### src/rtl/departing_ctrl_pkg.sv
// Shared airlock definitions: 3-bit state encodings, default cycle counts and the
// state-to-command decode. The arrival controller imports this same package.
package departing_ctrl_pkg;

    typedef enum logic [2:0] {
        ST_IDLE        = 3'd0,
        ST_PRESSURIZE  = 3'd1,
        ST_OPEN_INNER  = 3'd2,
        ST_BOARD       = 3'd3,
        ST_CLOSE_INNER = 3'd4,
        ST_EVACUATE    = 3'd5,
        ST_OPEN_OUTER  = 3'd6,
        ST_EXIT        = 3'd7
    } state_e;

    localparam int DEF_BOARD_CYCLES   = 5;
    localparam int DEF_EXIT_CYCLES    = 5;
    localparam int DEF_TIMEOUT_CYCLES = 16;
    localparam int DEF_TW             = 5;

    typedef struct packed {
        logic busy;
        logic pressurize;
        logic evacuate;
        logic open_inner;
        logic open_outer;
    } cmd_t;

    function automatic cmd_t decode_cmd(state_e s);
        cmd_t c;
        c            = '0;
        c.busy       = (s != ST_IDLE);
        c.pressurize = (s == ST_PRESSURIZE);
        c.evacuate   = (s == ST_EVACUATE);
        c.open_inner = (s == ST_OPEN_INNER) || (s == ST_BOARD);
        c.open_outer = (s == ST_OPEN_OUTER) || (s == ST_EXIT);
        return c;
    endfunction

    function automatic logic is_sensor_wait(state_e s);
        return (s == ST_PRESSURIZE) || (s == ST_OPEN_INNER) || (s == ST_CLOSE_INNER) ||
               (s == ST_EVACUATE)   || (s == ST_OPEN_OUTER);
    endfunction

    // A state that must last n cycles loads n-1 and leaves when the count hits 0;
    // n = 0 behaves as 1.
    function automatic int hold_load(int n);
        return (n <= 1) ? 0 : n - 1;
    endfunction

endpackage

### src/rtl/departing_ctrl_timer.sv
// depart_timer: loadable down-counter that saturates at zero and flags expiry.
module depart_timer
    import departing_ctrl_pkg::*;
#(
    parameter int TW = DEF_TW
) (
    input  logic          clk,
    input  logic          rst,
    input  logic          load,
    input  logic          en,
    input  logic [TW-1:0] value,
    output logic          expired
);
    logic [TW-1:0] count;

    always_ff @(posedge clk) begin
        if (!rst) begin
            count <= '0;
        end else if (load) begin
            count <= value;
        end else if (en && count != '0) begin
            count <= count - TW'(1);
        end
    end

    assign expired = (count == '0);
endmodule

### src/rtl/departing_ctrl.sv
// Departure airlock sequencer: interior -> chamber -> vacuum, interlocked with arrival.
// Define DEPART_TIMEOUT_EN to add a watchdog on every sensor-wait state.
module departing_ctrl
    import departing_ctrl_pkg::*;
#(
    parameter int BOARD_CYCLES   = DEF_BOARD_CYCLES,
    parameter int EXIT_CYCLES    = DEF_EXIT_CYCLES,
    parameter int TIMEOUT_CYCLES = DEF_TIMEOUT_CYCLES,
    parameter int TW             = DEF_TW
) (
    input  logic       clk,
    input  logic       rst,
    input  logic       departCtrl,
    input  logic       arriving,
    input  logic       innerDoor,
    input  logic       outerDoor,
    input  logic       pressurized,
    input  logic       evacuated,
    output logic       departing,
    output logic       pressurizeReq,
    output logic       evacuateReq,
    output logic       openInner,
    output logic       openOuter,
    output logic       fault,
    output logic [0:2] debugState
);
    localparam logic [TW-1:0] BOARD_LOAD   = TW'(hold_load(BOARD_CYCLES));
    localparam logic [TW-1:0] EXIT_LOAD    = TW'(hold_load(EXIT_CYCLES));
    localparam logic [TW-1:0] TIMEOUT_LOAD = TW'(hold_load(TIMEOUT_CYCLES));

    state_e        state, nxt;
    cmd_t          cmd;
    logic          abort, fault_q;
    logic          tmr_load, tmr_en, tmr_expired;
    logic [TW-1:0] tmr_value;

    always_comb begin
        // NOTE: nxt and abort get defaults first, so no branch can infer a latch.
        nxt   = state;
        abort = 1'b0;
        case (state)
            ST_IDLE:        if (departCtrl && !arriving) nxt = ST_PRESSURIZE;
            ST_PRESSURIZE:  if (pressurized)             nxt = ST_OPEN_INNER;
            ST_OPEN_INNER:  if (innerDoor)               nxt = ST_BOARD;
            ST_BOARD:       if (tmr_expired)             nxt = ST_CLOSE_INNER;
            ST_CLOSE_INNER: if (!innerDoor)              nxt = ST_EVACUATE;
            ST_EVACUATE:    if (evacuated)               nxt = ST_OPEN_OUTER;
            ST_OPEN_OUTER:  if (outerDoor)               nxt = ST_EXIT;
            ST_EXIT:        if (tmr_expired)             nxt = ST_IDLE;
            default:                                     nxt = ST_IDLE;
        endcase
`ifdef DEPART_TIMEOUT_EN
        if (is_sensor_wait(state) && nxt == state && tmr_expired) begin
            nxt   = ST_IDLE;
            abort = 1'b1;
        end
`endif
    end

    // Every state change reloads the timer with the budget of the state being entered.
    assign tmr_load  = (nxt != state);
    assign tmr_value = (nxt == ST_BOARD) ? BOARD_LOAD :
                       (nxt == ST_EXIT)  ? EXIT_LOAD  : TIMEOUT_LOAD;
`ifdef DEPART_TIMEOUT_EN
    assign tmr_en = (state != ST_IDLE);
`else
    assign tmr_en = (state == ST_BOARD) || (state == ST_EXIT);
`endif

    depart_timer #(.TW(TW)) u_timer (
        .clk     (clk),
        .rst     (rst),
        .load    (tmr_load),
        .en      (tmr_en),
        .value   (tmr_value),
        .expired (tmr_expired)
    );

    // NOTE: state and outputs share one clocked block with non-blocking updates;
    // outputs are decoded from nxt so they line up with the registered state.
    always_ff @(posedge clk) begin
        if (!rst) begin
            state   <= ST_IDLE;
            cmd     <= '0;
            fault_q <= 1'b0;
        end else begin
            state   <= nxt;
            cmd     <= decode_cmd(nxt);
            fault_q <= abort;
        end
    end

    assign departing     = cmd.busy;
    assign pressurizeReq = cmd.pressurize;
    assign evacuateReq   = cmd.evacuate;
    assign openInner     = cmd.open_inner;
    assign openOuter     = cmd.open_outer;
    assign fault         = fault_q;
    assign debugState    = state;
endmodule

### config.mk
export PLATFORM = sky130hd
export DESIGN_NAME = departing_ctrl
export DESIGN_NICKNAME = d
export VERILOG_FILES = /design/src/rtl/departing_ctrl_pkg.sv /design/src/rtl/departing_ctrl_timer.sv /design/src/rtl/departing_ctrl.sv
export SDC_FILE = /design/constraint.sdc
export NUM_CORES = 1
export LEC_CHECK = 0
export CAP_MARGIN = 30
export CORE_MARGIN = 5
export CORE_UTILIZATION = 47
export CTS_CLUSTER_DIAMETER = 80
export DETAILED_ROUTE_END_ITERATION = 8
export HOLD_SLACK_MARGIN = 0.15
export PLACE_DENSITY_LB_ADDON = 0.15
export REMOVE_ABC_BUFFERS = 1
export SLEW_MARGIN = 25
export SYNTH_ARGS = -nofsm -noshare
export SYNTH_HDL_FRONTEND = slang
export SYNTH_HIERARCHICAL = 1
export SYNTH_SLANG_ARGS = --single-unit
### constraint.sdc
create_clock -name clk -period 2.6 [get_ports clk]
set_input_delay 0.26 -clock clk [delete_from_list [all_inputs] [get_ports clk]]
set_output_delay 0.26 -clock clk [all_outputs]
set_load 0.02 [all_outputs]
; ---- Word-level counts from Yosys, hierarchy flattened
; Index checks and enable logic that the tools add are counted.
; W data, S select, Z words.
[classes]
muxes = 13
reduce_logical = 11
n_eq_ne = 14
n_addsub = 1
[op_table]
columns = cell, count
row1 = $mux W3, 8
row2 = $pmux W3 S8, 1
row3 = $eq A3 B3 Y1 const B, 7
row4 = $eq A3 B2 Y1 const B, 4
row5 = $mux W5, 2
row6 = $mux W4, 2
row7 = $eq A3 B1 Y1 const B, 2
row8 = $logic_not A5 Y1, 1
row9 = $reduce_bool A5 Y1, 1
row10 = $sub A5 B1 Y5 const B, 1
row11 = $logic_not A3 Y1, 1
row12 = $logic_or A1 B1 Y1, 3
row13 = $ne A3 B3 Y1, 1
row14 = $reduce_bool A3 Y1, 1
row15 = $logic_and A1 B1 Y1, 2
row16 = $reduce_bool A2 Y1, 1
row17 = $logic_not A1 Y1, 1
[totals]
regBits = 13
out_inout_bits = 9
input_bits = 8
elab_cells = 46

; ---- Logic depth before layout (Yosys ltp)
[depth]
depth_word = 8
mapped_depth = 11
mapped_depth_nobuf = 10

; ---- Hierarchy
; The synthesis kept the hierarchy.
[modules_own_cells]
columns = module, instances, cells_per_inst, seq_area_each_um2, area_per_inst_um2
row1 = departing_ctrl, 1, 46, 160.2, 416.6
row2 = depart_timer, 1, 37, 100.1, 299.0

; ---- Worst setup path after synthesis
; OpenSTA, ideal clock, no wires.
[synth_timing]
path_type = reg2reg
start = register u_timer.count[0]
end = register u_timer.count[4]
setup_time_ns = 0.132
stages_incl_launch_ff = 12
arrival_time_ns = 1.898
period_less_slack_ns = 2.030
n_path_buf = 1
required_time_ns = 2.468
slack_ns = 0.570
path_cell_list = dfxtp_1 inv_1 ha_1 or4b_4 clkinv_2 nand2b_1 o211ai_1 o31ai_1 clkbuf_1 inv_1 o311ai_0 a21boi_0
[synth_via]
elab_chain_cells = 5
elab_cells_between_ends = 11
cone_classes = 1 x add/sub / 1 x eq/ne / 5 x mux / 4 x reduce/logical
[synth_rtl]
columns = item, line_no
row1 = from (decl), departing_ctrl_timer.sv:14  ; logic [TW-1:0] count;
row2 = from (signal assigned), departing_ctrl_timer.sv:20  ; count <= value;
row3 = from (signal assigned), departing_ctrl_timer.sv:22  ; count <= count - TW'(1);
row4 = $logic_not A5 Y1 (*), departing_ctrl_timer.sv:26  ; assign expired = (count == '0);
row5 = net tmr_expired, departing_ctrl.sv:34  ; logic tmr_load, tmr_en, tmr_expired;
row6 = $mux W3 (on tied branches), "departing_ctrl.sv:49, departing_ctrl.sv:45"
row7 = $pmux W3 S8 (*), departing_ctrl.sv:41  ; case (state)
row8 = $ne A3 B3 Y1 (*), departing_ctrl.sv:61  ; assign tmr_load = (nxt != state);
row9 = net tmr_load, departing_ctrl.sv:34
row10 = $mux W5 or $reduce_bool A2 Y1 (tied branches), n/a
; The timed path passes the listed nets; every way through them passes the cells marked *. The select of a mux whose other input is x is not followed.
; A chain may end at the register's enable or synchronous reset.

; ---- Final worst setup path
; Same ends and word-level chain as after synthesis.

==> flow_metrics.py <==
metrics = {
    "synth": {
        "synth_top_area_share_pct": 36.4,
        "async_flop_share_pct": 0,
        "syn_avg_cell_area_um2": 8.62,
        "synthTopCellsByArea": "dfxtp_1, nor3b_1, nor2_1",
        "synth_most_common_cell": "dfxtp_1",
        "synthCells": 83,
        "synth.cell_area_um2": 716,
        "ys_types": 39,
        "synthTopCellsByCount": "dfxtp_1, nor2_1, inv_1",
        "synth-seq-area-share_pct": 36.4,
        "ys.flop_type": "dfxtp_1",
        "synth_area_leader_cell": "dfxtp_1",
        "yosys_warnings": 6,
        "synth_seq_cells": 13,
        "synth-edff-count": 0,
    },
    "power": {
        "worst_ir_drop_vdd_uv": 363,
        "power_uw": 518,
        "power.leakage_nw": 0.340,
        "p_per_area_nw_per_um2": 579,
    },
    "route": {
        "vias": 654,
        "drtAntennaViolNets": 0,
        "drtPass1Iterations": 4,
        "wl_um": 1500,
        "drt_iter0_markers": 11,
        "vias_per_cell": 5.64,
        "drcViolationCount": 0,
        "wl_per_cell_um": 12.9,
    },
    "clock_network": {
        "clk_pin_slew_worst_paths_ps": 80,
        "clk_latency_ps": 270,
        "cts_resized": 0,
        "cts-hold-fix-buffers": 0,
        "cts_sinks": 13,
        "cts_buffers": 3,
        "cts_tree": "built",
        "cts_buffer_depth": 2,
        "postCtsSetupBuffers": 0,
        "clockRootBuffer": "clkbuf_4",
        "htreeDepth": 1,
    },
    "sta": {
        "fin_crit_ps": 2280,
        "setup_tns_ps": 0,
        "finClkSkew_ps": 5.40,
        "setup_viol": 0,
        "rsz0062_at_grt": "false",
        "timing.fmax_mhz": 439,
        "hold_viol": 0,
        "slew_viol_final": 0,
        "fin_crit_sh_pct": 87.7,
        "slew_headroom_pct": 60.5,
        "tightest_slew_ps": 588,
    },
    "grt": {
        "first_global_vias": 605,
        "antenna_found_initial": 0,
        "grt.overflow.total": 0,
        "grt_max_degree": 15,
        "grt_pass1_wl_um": 2600,
        "grt_use_total_pct": 13.6,
    },
    "final_layout": {
        "syn_to_final_growth_pct": 25.2,
        "diodes": 0,
        "final_cells": 116,
        "multi_input_area_um2": 399,
        "drive_gt1_share_pct": 13.0,
        "final_nets": 110,
        "layout.area.seq_um2": 260,
        "nFillCells": 140,
    },
    "setup_path": {
        "reg2reg_slack_ps": 320,
        "critPathLaunchType": "flip-flop",
        "r2r_start": "u_timer/count[0]$_SDFFE_PN0P_",
        "criticalPathCategory": "flip-flop to flip-flop",
        "startpoint": "u_timer/count[0]$_SDFFE_PN0P_",
        "critPathArrivalTime_ps": 2430,
        "cp-end-kind": "flip-flop",
        "worstPathMaxFanout": 7,
        "required_ps": 2750,
    },
    "die": {
        "die_h_um": 49.0,
        "io_pins": 17,
        "dieArea_um2": 2400,
        "initial_utilization_pct": 48.6,
        "dieWidth_um": 49.0,
        "core-area_um2": 1470,
        "row_count": 14,
    },
    "place": {
        "port_buffers": 15,
        "placed_cells": 111,
        "place.gp.congestion": 0.762,
        "dpl.hpwl_um": 1110,
    },
    "hold_path": {
        "worstHoldStart": "u_timer/count[1]$_SDFFE_PN0P_",
        "hp-class": "flip-flop to flip-flop",
    },
    "outcome": {
        "status": "finished clean",
    },
    "flow_run": {
        "cap_violations": 0,
    },
}
-- area by class of cell --
cell class | instances | area share, %
clock buffer | 4 | 2.93
inverter | 7 | 3.07
multi-input combinational | 59 | 44.6
sequential | 13 | 29.1
tap | 16 | 2.23
timing repair buffer | 17 | 18.2
-- per-layer routing --
layer | GRT usage, % | up-vias | part of all wire (%)
li1 | - | 329 | -
met1 | 17.6 | 308 | 48
met2 | 20.2 | 15 | 44
met3 | 5.81 | 2 | 6.3
met4 | 4.04 | 0 | 0.93
met5 | 0 | - | 0
-- cells in the final DEF (no fill, tap or decap), drive strengths merged, types with 2 or more instances in the layout --
master          n
clkdlybuf4s50  15
dfxtp          13
nor2            7
inv             6
clkbuf          5
nor3b           4
nand2           4
a21oi           4
nand3           3
conb            3
o21ai           3
nor3            3
nor2b           2
nand2b          2
o211ai          2
o31ai           2
nand4           2
mux2            2
or4b            2
-- critical path, cell delays in order, from the launching register on --
cell	delay (ps)
dfxtp_1	330
inv_1	80
ha_1	160
or4b_4	490
clkinv_2	120
nand2b_1	110
o211ai_1	90
o31ai_1	190
clkbuf_2	260
inv_1	90
o311ai_0	90
a21boi_0	130
-- registers in the layout, indices dropped and copies added (netlist names) --
register / flops
u_timer/count: 5
debugState: 3
departing: 1
evacuateReq: 1
openInner: 1
openOuter: 1
pressurizeReq: 1
-- cell families after synthesis --
group | share of synthesized area, %
multiplexers | 3.67
buffers and inverters | 8.39
adder cells (fa/ha/maj) | 1.75
flip-flops | 36.4
XOR/XNOR | 1.22
AO/OA/AOI/OAI | 20.5
other | 1.05
AND/OR/NAND/NOR | 27.1
-- per-stage QoR --
step	setup WS [ps]	util [%]	instance area, µm²	hold WS (ps)
finish	320	60.9	896	542
global route	158	60.9	896	572
CTS	221	60.5	891	539
detailed placement	22.6	58.8	865	531
global placement	133	58.8	865	526
floorplan	514	-	687	391
-- worst paths after layout --
check	end	depth (start not counted)
max	u_timer/count[4]$_SDFFE_PN0P_	11
min	u_timer/count[1]$_SDFFE_PN0P_	2
max reg2reg	u_timer/count[4]$_SDFFE_PN0P_	11
min reg2reg	u_timer/count[1]$_SDFFE_PN0P_	2
-- power breakdown --
part | switching (mW) | internal (mW) | leakage [nW]
registers | 0.0189 | 0.220 | 0.107
logic | 0.0854 | 0.0716 | 0.218
clock network | 0.0632 | 0.0595 | 0.0150
total | 0.168 | 0.351 | 0.340
No activity file was read; power rests on OpenSTA's default activity.
